$ cat src/rtl/cond_pkg.sv
// Shared encodings for the condition/flag stage: condition codes, NZCV bit
// positions and FlagW bit positions.
package cond_pkg;

   localparam logic [3:0] COND_EQ = 4'h0;
   localparam logic [3:0] COND_NE = 4'h1;
   localparam logic [3:0] COND_CS = 4'h2;
   localparam logic [3:0] COND_CC = 4'h3;
   localparam logic [3:0] COND_MI = 4'h4;
   localparam logic [3:0] COND_PL = 4'h5;
   localparam logic [3:0] COND_VS = 4'h6;
   localparam logic [3:0] COND_VC = 4'h7;
   localparam logic [3:0] COND_HI = 4'h8;
   localparam logic [3:0] COND_LS = 4'h9;
   localparam logic [3:0] COND_GE = 4'hA;
   localparam logic [3:0] COND_LT = 4'hB;
   localparam logic [3:0] COND_GT = 4'hC;
   localparam logic [3:0] COND_LE = 4'hD;
   localparam logic [3:0] COND_AL = 4'hE;
   localparam logic [3:0] COND_NV = 4'hF;

   localparam int FLAG_N = 3;
   localparam int FLAG_Z = 2;
   localparam int FLAG_C = 1;
   localparam int FLAG_V = 0;

   localparam int FLAGW_NZ = 1;
   localparam int FLAGW_CV = 0;

endpackage

$ cat src/rtl/cond_eval.sv
// Purely combinational condition evaluator: tests a 4-bit Cond field
// against a stored {N,Z,C,V} value.
module cond_eval
   import cond_pkg::*;
(
   input  logic [3:0] Cond,
   input  logic [3:0] Flags,
   output logic       CondEx
);

   logic n, z, c, v;

   assign n = Flags[FLAG_N];
   assign z = Flags[FLAG_Z];
   assign c = Flags[FLAG_C];
   assign v = Flags[FLAG_V];

   always_comb begin
      CondEx = 1'b0;
      case (Cond)
         COND_EQ: CondEx = z;
         COND_NE: CondEx = ~z;
         COND_CS: CondEx = c;
         COND_CC: CondEx = ~c;
         COND_MI: CondEx = n;
         COND_PL: CondEx = ~n;
         COND_VS: CondEx = v;
         COND_VC: CondEx = ~v;
         COND_HI: CondEx = c & ~z;
         COND_LS: CondEx = ~c | z;
         COND_GE: CondEx = (n == v);
         COND_LT: CondEx = (n != v);
         COND_GT: CondEx = ~z & (n == v);
         COND_LE: CondEx = z | (n != v);
         COND_AL: CondEx = 1'b1;
         default: CondEx = 1'b0;
      endcase
   end

endmodule

$ cat src/rtl/cond_flag_unit.sv
// Condition/flag stage after the ALU: NZCV register, condition gating of
// PCSrc/RegWrite/MemWrite. Optional ExecCnt/SquashCnt under COND_PERF_CNT_EN.
module cond_flag_unit
   import cond_pkg::*;
#(
   parameter logic [3:0] FLAG_RESET = 4'b0000,
   parameter int         CNT_W      = 32
) (
   input  logic             CLK,
   input  logic             RESET_n,
   input  logic             Valid,
   input  logic             Stall,
   input  logic [3:0]       Cond,
   input  logic             PCS,
   input  logic             RegW,
   input  logic             MemW,
   input  logic             NoWrite,
   input  logic [1:0]       FlagW,
   input  logic [3:0]       ALUFlags,
   output logic             CondEx,
   output logic             PCSrc,
   output logic             RegWrite,
   output logic             MemWrite,
   output logic             C_Flag,
`ifdef COND_PERF_CNT_EN
   output logic [CNT_W-1:0] ExecCnt,
   output logic [CNT_W-1:0] SquashCnt,
`endif
   output logic [3:0]       Flags
);

   logic [3:0] nzcv_p1;
   logic       issue_p0;
   logic       go_p0;

   if (CNT_W < 1) begin : g_bad_cnt_w
      $error("cond_flag_unit: CNT_W must be at least 1");
   end

   // Stage p0: evaluate on the stored flags only, so C_Flag never loops through the ALU
   cond_eval u_cond_eval (
      .Cond   (Cond),
      .Flags  (nzcv_p1),
      .CondEx (CondEx)
   );

   assign issue_p0 = Valid & ~Stall;
   assign go_p0    = issue_p0 & CondEx;

   assign PCSrc    = PCS & go_p0;
   assign RegWrite = RegW & ~NoWrite & go_p0;
   assign MemWrite = MemW & go_p0;

   // Stage p1: architectural NZCV, halves written independently
   always_ff @(posedge CLK or negedge RESET_n) begin
      if (!RESET_n) begin
         nzcv_p1 <= FLAG_RESET;
      end else if (go_p0) begin
         if (FlagW[FLAGW_NZ]) begin
            nzcv_p1[FLAG_N] <= ALUFlags[FLAG_N];
            nzcv_p1[FLAG_Z] <= ALUFlags[FLAG_Z];
         end
         if (FlagW[FLAGW_CV]) begin
            nzcv_p1[FLAG_C] <= ALUFlags[FLAG_C];
            nzcv_p1[FLAG_V] <= ALUFlags[FLAG_V];
         end
      end
   end

   assign Flags  = nzcv_p1;
   assign C_Flag = nzcv_p1[FLAG_C];

`ifdef COND_PERF_CNT_EN
   always_ff @(posedge CLK or negedge RESET_n) begin
      if (!RESET_n) begin
         ExecCnt   <= '0;
         SquashCnt <= '0;
      end else if (issue_p0) begin
         if (CondEx) ExecCnt   <= ExecCnt + 1'b1;
         else        SquashCnt <= SquashCnt + 1'b1;
      end
   end
`endif

endmodule
$ cat config.mk
export PLATFORM = sky130hd
export DESIGN_NAME = cond_flag_unit
export DESIGN_NICKNAME = d
export VERILOG_FILES = /design/src/rtl/cond_pkg.sv /design/src/rtl/cond_eval.sv /design/src/rtl/cond_flag_unit.sv
export SDC_FILE = /design/constraint.sdc
export NUM_CORES = 1
export LEC_CHECK = 0
export CORE_AREA = 2 2 39 41
export DETAILED_ROUTE_END_ITERATION = 12
export DIE_AREA = 0 0 41 43
export PLACE_DENSITY = 0.79
export SLEW_MARGIN = 20
export SYNTH_ARGS = -nofsm -noshare
export SYNTH_HDL_FRONTEND = slang
export SYNTH_SLANG_ARGS = --single-unit
$ cat constraint.sdc
create_clock -name CLK -period 2.9 [get_ports CLK]
set_clock_uncertainty 0.15 [all_clocks]
set_input_delay 0.435 -clock CLK [delete_from_list [all_inputs] [get_ports CLK]]
set_output_delay 0.435 -clock CLK [all_outputs]
set_load 0.005 [all_outputs]
# Word level (Yosys, flattened, before mapping)
# Index checks and enable logic that the tools add are counted.
[totals]
elab_cells = 38
input_bits = 18
n_memories = 0
latch_bits = 0
rom_bits = 0
regBits = 4
mem_bits_rw = 0
out_inout_bits = 9
[classes]
bitwise_logic = 16
n_addsub = 0
n_eq_ne = 16
n_shift = 0
div = 0
multipliers = 0
magnitude_cmp = 0
n_mux = 1
reduce_logical = 3
[ops]
columns = ["operator", "n"]
rows = [
  ["== test 4 bit, second input constant", 7],
  ["== test 4 x 3 -> 1 bit, second input constant", 4],
  ["one-hot mux 1 bit (15 select lines)", 1],
  ["bitwise AND 1 bit", 8],
  ["== test 4 x 2 -> 1 bit, second input constant", 2],
  ["NOT 1 bit", 6],
  ["== test 4 x 1 -> 1 bit, second input constant", 1],
  ["logical NOT 4 bit", 1],
  ["AND reduction 2 bit", 2],
  ["bitwise OR 1 bit", 2],
  ["== test 1 bit", 1],
  ["!= test 1 bit", 1],
]

# Depth between registers and ports, before layout
# Gate-level depths: netlist of run 1.
[depth]
depth_word = 5
depth_mapped = 6

# Modules after synthesis
# A second synthesis of run 1 with hierarchy kept.
[unflattened]
hier_cells = 45
hier_area_um2 = 394.1
[by_module_without_submodules]
columns = ["mod", "area_each_um2", "n_inst", "cells_per_inst"]
rows = [
  ["cond_flag_unit", 200.2, 1, 17],
  ["cond_eval", 193.9, 1, 28],
]

# Worst setup path before layout of run 1
# Ideal clock, no wire load.
[synth_timing]
path_kind = "register to output"
from = "register nzcv_p1[3] (netlist: Flags[3])"
to = "output RegWrite"
path_stages_with_launch = 6
required_ps = 2315
arrival_ps = 1746
path_buffers = 0
setup_slack_ps = 569
cell_sequence = "dfrtp_1 > or4_1 > a211oi_2 > o21bai_2 > and2_4 > and4bb_1"
[synth_via]
elab_chain_len = 5
[synth_rtl]
columns = ["element", "line", "source"]
rows = [
  ["from (decl)", "cond_flag_unit.sv:32", "logic [3:0] nzcv_p1;"],
  ["from (signal, indexed assignment)", "cond_flag_unit.sv:60", "nzcv_p1[FLAG_N] <= ALUFlags[FLAG_N];"],
  ["from (signal, indexed assignment)", "cond_flag_unit.sv:61", "nzcv_p1[FLAG_Z] <= ALUFlags[FLAG_Z];"],
  ["from (signal, indexed assignment)", "cond_flag_unit.sv:64", "nzcv_p1[FLAG_C] <= ALUFlags[FLAG_C];"],
  ["!= test 1 bit / == test 1 bit (equally long branches)", "-", ""],
  ["bitwise OR 1 bit / bitwise AND 1 bit (equally long branches)", "cond_eval.sv:34, cond_eval.sv:33", ""],
  ["one-hot mux 1 bit (15 select lines) (*)", "cond_eval.sv:20", "case (Cond)"],
  ["bitwise AND 1 bit (*)", "cond_flag_unit.sv:48", "assign go_p0 = issue_p0 & CondEx;"],
  ["bitwise AND 1 bit (*)", "cond_flag_unit.sv:51", "assign RegWrite = RegW & ~NoWrite & go_p0;"],
  ["to (decl)", "cond_flag_unit.sv:22", "output logic RegWrite,"],
]
# Every way passes the cells marked *; elsewhere a longest branch is shown, timed or not.

# Final worst setup path of run 1
[layout_timing]
from = "register nzcv_p1[0] (netlist: Flags[0])"
to = "register nzcv_p1[0] (netlist: Flags[0])"
[layout_via]
elab_chain_len = 5
[layout_rtl]
columns = ["element", "line"]
rows = [
  ["!= test 1 bit / == test 1 bit (equally long branches)", "-"],
  ["bitwise OR 1 bit / bitwise AND 1 bit (equally long branches)", "cond_eval.sv:34, cond_eval.sv:33"],
  ["one-hot mux 1 bit (15 select lines) (*)", "cond_eval.sv:20"],
  ["bitwise AND 1 bit (*)", "cond_flag_unit.sv:48"],
  ["AND reduction 2 bit (no source line) (*)", "-"],
]
# Marks and branches as above.
# A chain may end at the register's enable or synchronous reset.

==> impl_metrics.csv, run 1 <==
group,metric,value,unit
clock_network,htreeDepth,1,
layout,drive_gt1_share,41.9,%
sta,max_slew.worst_pin.slew,294,ps
sta,hold_viol,0,
placed_design,dpl.hpwl,928,um
yosys,yosys.area_share.simple,23.3,%
layout,diodes,0,
floorplanning,core_area,0.00138,mm^2
power,p_per_area,551,mW/mm^2
layout,final_nets,113,
placed_design,pre_cts_slack,-382,ps
clock_network,cts_hold_buffers,0,
sta,maxSlewViolCount,0,
outcome,outcome,"complete, no violations",
detailed_routing,drt_first_pass_iters,2,
sta,setup_viol_count_final,0,
yosys,syn-num-nets,63,
floorplanning,rows,14,
global_routing,global_route.peak_usage_layer,"met2",
floorplanning,die_h,43,um
yosys,synth_area_leader_cell,"dfrtp_1",
clock_network,clk_latency,230,ps
yosys,synth_seq_area_share,24.8,%
clock_network,cts_tree,"built",
worst_setup_path,critical_path_arrival,2840,ps
yosys,syn_area,403,um^2
sta,fmax,347,MHz
placed_design,gp_routability_congestion,0.773,
yosys,synthMuxAreaShare,16.5,%
floorplanning,io_pins,27,
power,p_int,336,uW
global_routing,met3_usage,1.57,%
global_routing,grtUsageTotal,18.1,%
yosys,ys_ff_latch,4,
power,p_clk_share,13.5,%
yosys,yosysWarnings,0,
yosys,postSynthAreaPerCell,8.95,um^2
power,ir_worst_vdd,0.331,mV
sta,fin_crit,2890,ps
detailed_routing,viasPerCell,5.01,
power,switchingPower,169,uW
yosys,synthAdderAreaFrac,0,%
clock_network,clkTransAtPathRegs,40,ps
worst_setup_path,crit_fanout,6,
sta,layout_setup_ws,14.5,ps
global_routing,grt_pass1_vias,547,
global_routing,grt_use_met2,30.0,%
worst_setup_path,crit_top_cell,"buf_4",
power,seq_power_share,18.8,%
clock_network,cts_buffers,3,
layout,final_util,66.2,%
sta,post-route-period-util,99.5,%
yosys,yosysUniqueCellTypes,27,
worst_setup_path,path_buf_inv,8,
detailed_routing,ant_nets,0,
worst_hold_path,hold_path.class,"input pin to async pin",
worst_setup_path,cpPeakStageDelay,370,ps
worst_setup_path,start_kind,"flop",
power,combPwrFrac,67.7,%
flow_run,maxCapViolCount,0,
global_routing,grt_max_degree,8,
yosys,synthCells,45,
layout,largest_register_ff_count,4,
detailed_routing,drtIter0Drc,4,
detailed_routing,vias,546,
layout,area_delta_synth_final,127,%
detailed_routing,drcViolationCount,0,
global_routing,antenna_found_initial,0,
power,p_leak,0.000422,uW
floorplanning,die-area,0.00176,mm^2
floorplanning,die_w,41,um
global_routing,grt_pass1_wl,2190,um
worst_setup_path,critPathKind,"flop to flop",
placed_design,portBuffers,26,
worst_setup_path,end_kind,"flop",
worst_setup_path,crit_required,2860,ps
sta,relSlewSlack,80.4,%
global_routing,overflow,0,
worst_setup_path,worstPathCellList,"buf_4 > mux2_2 > o311ai_2 > nand2_1 > buf_4 > buf_4 > buf_4 > buf_4 > buf_4 > buf_4 > buf_4 > a21oi_4 > mux2_1",
yosys,synth-compound-area-share,23.3,%
worst_setup_path,critPathSlowestCell,"dfrtp_1",
clock_network,clock_sinks,4,
power,switching_share,33.4,%
yosys,synth_top_area_share,24.8,%
worst_setup_path,critical_path.top_delay_family,"buffers and inverters",
floorplanning,initial_utilization,29.1,%
yosys,synth_top_family_by_area,"simple AND/OR/NAND/NOR gates",
clock_network,clk_path_buf_depth,2,
clock_network,cts_root_buffer,"clkbuf_4",
detailed_routing,wl,1460,um
detailed_routing,wl_per_cell,13.4,um
yosys,synthXorXnorAreaFrac,6.52,%
global_routing,met1_usage,21.2,%
yosys,ys_top_cells_by_area,"dfrtp_1 25%, mux2_1 8.4%, mux2_2 5.6%, nand2_1 5.6%, nor2b_1 4.7%",
==> cells in the final DEF, fill, tap and decap left out, drive strengths merged, types with 2 or more instances in the layout <==
cell	synthesis	routed
a21oi	3	3
buf	1	20
clkbuf	0	3
clkdlybuf4s50	0	19
dfrtp	4	4
dlygate4sd2	0	5
dlymetal6s2s	0	2
inv	4	4
mux2	5	5
nand2	6	6
nor2	2	2
nor2b	3	3
xnor2	2	2
==> metal layers <==
| metal | vias to the layer above | wire, um |
|---|---|---|
| met5 | - | 0 |
| met4 | 0 | 54 |
| met3 | 6 | 53 |
| met2 | 16 | 786 |
| met1 | 260 | 570 |
| li1 | 264 | - |
==> worst register-to-register path, delay by kind of cell, from the launching register on <==
kind                   cells  cell delay (ps)
AOI/OAI and AO/OA          2              460
buffers and inverters      8             1050
DFF                        1              370
muxes                      2              610
and+or+nand+nor            1              120
==> Yosys cell counts <==
master    instances
xnor2_1           2
o21ai_0           1
and4bb_1          1
o211ai_1          1
or4_1             1
dfrtp_1           4
nand2_1           6
o221ai_1          1
o311ai_0          1
nor2_1            2
buf_4             1
o21bai_2          1
a21oi_1           1
inv_2             1
xor2_1            1
mux2i_1           1
o32ai_1           1
nor2b_1           3
mux2_2            2
a211oi_2          1
mux2_1            3
inv_1             3
nor4b_1           1
a211o_1           1
nor3b_1           1
a21oi_2           2
and2_4            1
==> power groups by stage <==
stage	logic, uW	registers (uW)	clock network [uW]
CTS	293	92.4	72.6
global placement	263	94.2	0
detailed placement	268	92.0	0
floorplan	107	107	0
finish	342	94.8	68.2
global route	367	97.7	80.0
==> kinds of logic (layout without fill, tap and decap cells) <==
kind of cell | Yosys count | count (layout)
AND/OR/NAND/NOR | 16 | 16
XOR/XNOR | 3 | 3
multiplexers | 6 | 6
buffers and inverters | 5 | 53
AO/OA/AOI/OAI | 11 | 11
flip-flops | 4 | 4
==> stage by stage <==
step | cells | hold WS (ps) | total power, uW | setup TNS, ps | area, um^2
after floorplan | 45 | -10.6 | 214 | 0 | 403
final | 109 | 250 | 505 | 0 | 916
after global placement | 99 | 431 | 357 | -1020 | 773
after global routing | 109 | 242 | 545 | -143 | 916
after CTS | 108 | 243 | 458 | -190 | 846
after detailed placement | 99 | 446 | 360 | -1290 | 773
==> final timing paths <==
check / slack (ps) / start / endpoint / cells after the start
min: 250 / RESET_n / Flags[2] / 1
min reg2reg: 470 / Flags[1] / Flags[1] / 1
max in group asynchronous: 2190 / RESET_n / Flags[0] / 1
min in group CLK: 470 / Flags[1] / Flags[1] / 1
max: 10 / Flags[0] / Flags[0] / 13
max reg2reg: 10 / Flags[0] / Flags[0] / 13
==> area by class of cell <==
cell class / instances / area [um^2]
fillers: 112 / 468
inverters: 4 / 15.0
flip-flops and latches: 4 / 100
clock buffers: 3 / 22.5
well taps: 16 / 20.0
repair buffers: 46 / 413
multi-input cells: 36 / 345
==> what timing repair did <==
item                                    CTS  global route
resized for setup                         8            12
pin swaps                                 2             3
endpoints found under the setup margin    4             7
buffers inserted                          6             1
(Power assumes the default switching activity.)
==> inputs of run 2 (changes only) <==
--- a/config.mk
+++ b/config.mk
@@ -5,10 +5,12 @@
 export SDC_FILE = /design/constraint.sdc
 export NUM_CORES = 1
 export LEC_CHECK = 0
+export CAP_MARGIN = 10
 export CORE_AREA = 2 2 39 41
 export DETAILED_ROUTE_END_ITERATION = 12
 export DIE_AREA = 0 0 41 43
-export PLACE_DENSITY = 0.79
+export HOLD_SLACK_MARGIN = 0.02
+export PLACE_DENSITY = 0.7
 export SLEW_MARGIN = 20
 export SYNTH_ARGS = -nofsm -noshare
 export SYNTH_HDL_FRONTEND = slang
==> impl_metrics.csv, run 2 (synthesized netlist as in run 1, its figures left out) <==
group,metric,value,unit
clock_network,cts_root_buffer,"clkbuf_4",
layout,nFillCells,126,
global_routing,grt_pass1_wl,1950,um
floorplanning,rows,14,
detailed_routing,drt_first_pass_iters,3,
power,ir_worst_vdd,0.375,mV
power,total_power,433,uW
sta,fin_crit,2830,ps
sta,layout_setup_ws,70.6,ps
sta,post-route-period-util,97.6,%
clock_network,cts_tree,"built",
detailed_routing,drtIter0Drc,3,
floorplanning,die_w,41,um
sta,hold_viol,0,
global_routing,overflow,0,
worst_setup_path,crit_path_start,"Cond[1]",
clock_network,clkTransAtPathRegs,40,ps
layout,final_cell_mix,"21 x clkdlybuf4s50_1, 13 x buf_4, 6 x nand2_1, 4 x dfrtp_1, 4 x dlygate4sd2_1",
floorplanning,die_h,43,um
detailed_routing,wl,1170,um
worst_setup_path,start_kind,"input pin",
outcome,outcome,"complete, no violations",
worst_setup_path,end_kind,"output pin",
global_routing,grt_pass1_vias,485,
flow_run,maxCapViolCount,0,
detailed_routing,viasPerCell,4.86,
detailed_routing,ant_nets,0,
layout,largest_register_ff_count,4,
worst_setup_path,critPathSlowestCell,"clkdlybuf4s50_1",
worst_setup_path,crit_required,2320,ps
global_routing,grt_max_degree,8,
detailed_routing,wl_per_cell,11.5,um
detailed_routing,vias,496,
clock_network,htreeDepth,1,
layout,diodes,0,
global_routing,antenna_found_initial,0,
worst_hold_path,hold_path.class,"input pin to async pin",
placed_design,gp_routability_congestion,0.717,
layout,area_delta_synth_final,99.1,%
floorplanning,io_pins,27,
sta,setup_viol_count_final,0,
power,p_per_area,540,mW/mm^2
power,p_leak,0.000347,uW
clock_network,cts_buffers,3,
sta,maxSlewViolCount,0,
sta,max_slew.worst_pin.slew,325,ps
clock_network,clk_latency,230,ps
layout,final_nets,106,
layout,mostFrequentLayoutCell,"clkdlybuf4s50_1",
global_routing,grtUsageTotal,16.1,%
worst_setup_path,critical_path_arrival,2240,ps
detailed_routing,drcViolationCount,0,
worst_setup_path,crit_fanout,3,
worst_setup_path,critPathKind,"input pin to output pin",
worst_setup_path,reg2reg_from,"Flags[0]",
sta,relSlewSlack,78.3,%
clock_network,clock_sinks,4,
floorplanning,initial_utilization,29.1,%
placed_design,dpl.hpwl,941,um
floorplanning,die-area,0.00176,mm^2
worst_setup_path,cpPeakStageDelay,480,ps
placed_design,pre_cts_slack,-343,ps
clock_network,clk_path_buf_depth,2,
floorplanning,core_area,0.00138,mm^2
worst_setup_path,worstPathCellList,"clkdlybuf4s50_1 > mux2_2 > o311ai_2 > nand2_1 > and2_4 > and4bb_1 > dlygate4sd2_1",
layout,drive_gt1_share,30.2,%
placed_design,portBuffers,26,
sta,fmax,353,MHz
[run 2: power breakdown]
| part | internal [uW] | switching (uW) |
|---|---|---|
| combinational | 171 | 103 |
| clock | 46.2 | 21.7 |
| sequential | 77.0 | 14.7 |
| total | 294 | 139 |
[run 2: repair_timing]
item                       in CTS  in global routing
setup buffers                   0                  1
hold buffers                    0                  0
gates resized for setup         8                  1
setup endpoints to repair       4                  2
pin swaps                       1                  1
[run 2: layout make-up]
type,instances,area (um^2),share of cell area (%)
clock buffers,3,22.5,2.81
inverters,4,15.0,1.87
multi-input cells,36,292,36.3
flip-flops and latches,4,100,12.5
well taps,16,20.0,2.50
repair buffers,39,353,44.0
[run 2: metrics by stage]
step | cells | util (%) | instance area [um^2] | TNS, ps | hold slack [ps]
global placement | 98 | 55.3 | 766 | -1050 | 429
CTS | 101 | 56.9 | 787 | 0 | 248
finish | 102 | 58.0 | 802 | 0 | 248
global route | 102 | 58.0 | 802 | -10.9 | 244
floorplan | 45 | - | 403 | 0 | -10.6
detailed placement | 98 | 55.3 | 766 | -1130 | 433
[run 2: path summary, 6_finish.rpt]
| path | end | slack, ps | depth (start not counted) |
|---|---|---|---|
| hold / removal | Flags[3] | 250 | 1 |
| setup reg to reg | Flags[3] | 730 | 8 |
| max in group asynchronous | Flags[1] | 2190 | 1 |
| min in group CLK | Flags[1] | 430 | 1 |
| hold reg to reg | Flags[1] | 430 | 1 |
| setup / recovery | RegWrite | 70 | 7 |
[run 2: per-layer routing]
layer / up-vias / share of wire (%) / global-route usage [%] / routed length (um)
li1: 249 / - / - / -
met1: 230 / 41 / 20.1 / 478
met2: 13 / 53 / 25.0 / 621
met3: 4 / 3.6 / 1.57 / 42
met4: 0 / 2.3 / 10.0 / 27
met5: - / 0 / 0 / 0
[run 2: worst max-delay path: cells and delay by family]
family                 cells  cell delay [ps]
buffers and inverters      2              710
and+or+nand+nor            3              520
muxes                      1              350
AOI/OAI and AO/OA          1              230
==> inputs of run 3 (changes only) <==
--- a/config.mk
+++ b/config.mk
@@ -10,8 +10,9 @@
 export DETAILED_ROUTE_END_ITERATION = 12
 export DIE_AREA = 0 0 41 43
 export HOLD_SLACK_MARGIN = 0.02
-export PLACE_DENSITY = 0.7
+export PLACE_DENSITY = 0.69
 export SLEW_MARGIN = 20
 export SYNTH_ARGS = -nofsm -noshare
 export SYNTH_HDL_FRONTEND = slang
+export SYNTH_HIERARCHICAL = 1
 export SYNTH_SLANG_ARGS = --single-unit
==> constraint.sdc (replaced) <==
create_clock -name CLK -period 3 [get_ports CLK]
set_clock_uncertainty 0.15 [all_clocks]
set_input_delay 0.45 -clock CLK [delete_from_list [all_inputs] [get_ports CLK]]
set_output_delay 0.45 -clock CLK [all_outputs]
set_load 0.005 [all_outputs]
==> impl_metrics.csv, run 3 <==
group,metric,value,unit
placed_design,portBuffers,26,
yosys,syn-num-nets,63,
detailed_routing,wl_per_cell,12.5,um
sta,fmax,341,MHz
sta,setup_viol_count_final,0,
layout,area_delta_synth_final,86.3,%
placed_design,gp_routability_congestion,0.780,
worst_setup_path,crit_fanout,5,
detailed_routing,vias,462,
sta,max_slew.worst_pin.slew,241,ps
floorplanning,initial_utilization,28.5,%
clock_network,clkTransAtPathRegs,40,ps
clock_network,cts_setup_buffers,0,
yosys,synthCells,45,
worst_setup_path,crit_required,2400,ps
clock_network,clk_path_buf_depth,2,
layout,final_area,734,um^2
placed_design,dpl.hpwl,870,um
layout,nFillCells,153,
layout,drive_gt1_share,20.8,%
floorplanning,rows,14,
worst_setup_path,critical_path_arrival,2330,ps
outcome,outcome,"complete, no violations",
sta,hold_viol,0,
clock_network,cts_hold_buffers,0,
layout,diodes,0,
sta,relSlewSlack,83.9,%
flow_run,maxCapViolCount,0,
layout,mostFrequentLayoutCell,"clkdlybuf4s50_1",
detailed_routing,wl,1160,um
worst_setup_path,start_kind,"input pin",
clock_network,cts_root_buffer,"clkbuf_4",
floorplanning,core_area,0.00138,mm^2
placed_design,placed_cell_area,703,um^2
clock_network,cts_resized,5,
power,p_leak,0.000308,uW
yosys,postSynthAreaPerCell,8.76,um^2
global_routing,grt_max_degree,8,
yosys,synth_seq_area_share,25.4,%
yosys,synth-edff-count,0,
yosys,ys_ff_latch,4,
global_routing,grt_pass1_wl,1730,um
detailed_routing,viasPerCell,4.97,
detailed_routing,drcViolationCount,0,
layout,final_util,53.1,%
floorplanning,io_pins,27,
yosys,syn_area,394,um^2
yosys,synth_ff_type,"dfrtp_1",
yosys,synth_common_cells,"4 x dfrtp_1, 4 x mux2_1, 4 x nor2_1",
floorplanning,die_w,41,um
floorplanning,die-area,0.00176,mm^2
detailed_routing,ant_nets,0,
global_routing,antenna_found_initial,0,
layout,largest_register_ff_count,4,
clock_network,clk_latency,230,ps
worst_hold_path,hold_path.class,"input pin to async pin",
yosys,synthArstFlopShare,100,%
layout,final_cells,93,
detailed_routing,drtIter0Drc,11,
yosys,ys_top_cells_by_area,"dfrtp_1 25%, mux2_1 11%, a211o_1 4.4%, nand4b_1 4.4%, xnor2_2 4.1%",
global_routing,grt_pass1_vias,419,
placed_design,dp_cells,90,
clock_network,htreeDepth,1,
worst_setup_path,end_kind,"output pin",
yosys,yosysWarnings,6,
yosys,yosysUniqueCellTypes,26,
global_routing,grtUsageTotal,14.6,%
power,ir_worst_vdd,0.368,mV
global_routing,overflow,0,
power,p_per_area,525,mW/mm^2
worst_setup_path,crit_path_start,"Cond[3]",
layout,final_nets,97,
clock_network,cts_buffers,3,
clock_network,cts_tree,"built",
clock_network,clock_sinks,4,
floorplanning,die_h,43,um
worst_setup_path,reg2reg_from,"Flags[3]",
detailed_routing,drt_first_pass_iters,4,
sta,maxSlewViolCount,0,
sta,fin_crit,2930,ps
yosys,synth_top_area_share,25.4,%
layout,final_cell_mix,"22 x clkdlybuf4s50_1, 6 x buf_4, 4 x nor2_1, 4 x mux2_1",
sta,post-route-period-util,97.6,%
yosys,synth_area_leader_cell,"dfrtp_1",
worst_setup_path,critPathKind,"input pin to output pin",
==> run 3: logic make-up (layout without fill, tap and decap cells) <==
kind of cell              count (synthesis)  after routing  share of synthesized area, %
xor gates and xnor gates                  2              2                          6.35
muxes                                     5              5                          15.2
buffers and inverters                     5             37                          6.03
DFF                                       4              4                          25.4
and+or+nand+nor                          18             18                          27.3
AOI/OAI and AO/OA                        11             11                          19.7
==> run 3: critical path, cell delays in order <==
cell and delay (ps):
dlygate4sd2_1 280, or2b_1 280, o31ai_2 200, a211o_1 130
a211o_1 130, nand3b_1 140, nor3b_2 210, clkdlybuf4s50_1 510
==> run 3: final cells by class <==
cell class | instances | area [um^2] | share of cell area [%]
clock buffers | 3 | 22.5 | 3.07
repair buffers | 32 | 297 | 40.4
multi-input cells | 36 | 287 | 39.0
flip-flops and latches | 4 | 101 | 13.8
inverters | 2 | 7.51 | 1.02
well taps | 16 | 20.0 | 2.73
==> run 3: final timing paths <==
kind                            endpoint  slack [ps]  cells past startpoint
worst max-delay path            RegWrite          70                      8
worst min-delay path            Flags[2]         260                      1
worst max register to register  Flags[0]         720                      7
worst min register to register  Flags[1]         430                      1
max in group asynchronous       Flags[3]        2270                      1
min in group CLK                Flags[1]         430                      1
==> run 3: metal layers <==
layer	GRT usage, %	vias up	wire length [um]
met5	0	-	0
met3	3.14	4	93
met4	10.0	0	24
met2	21.9	24	583
li1	-	233	-
met1	17.6	201	457
==> run 3: power by group <==
group          leakage [uW]  total, uW  switching [uW]  internal (uW)
logic              0.000247        204            68.9            135
registers         0.0000466        116            39.9           76.2
clock network     0.0000138       65.7            21.0           44.7
==> run 3: through the flow <==
| step | hold slack, ps | total power, uW | worst slack, ps | setup TNS [ps] |
|---|---|---|---|---|
| 2_1_floorplan | 4.41 | 206 | 748 | 0 |
| 5_1_grt | 267 | 418 | -19.8 | -19.8 |
| 3_5_place_dp | 431 | 315 | -200 | -485 |
| 4_1_cts | 258 | 383 | 75.9 | 0 |
| 3_3_place_gp | 432 | 314 | -174 | -468 |
| 6_report | 262 | 386 | 71.6 | 0 |
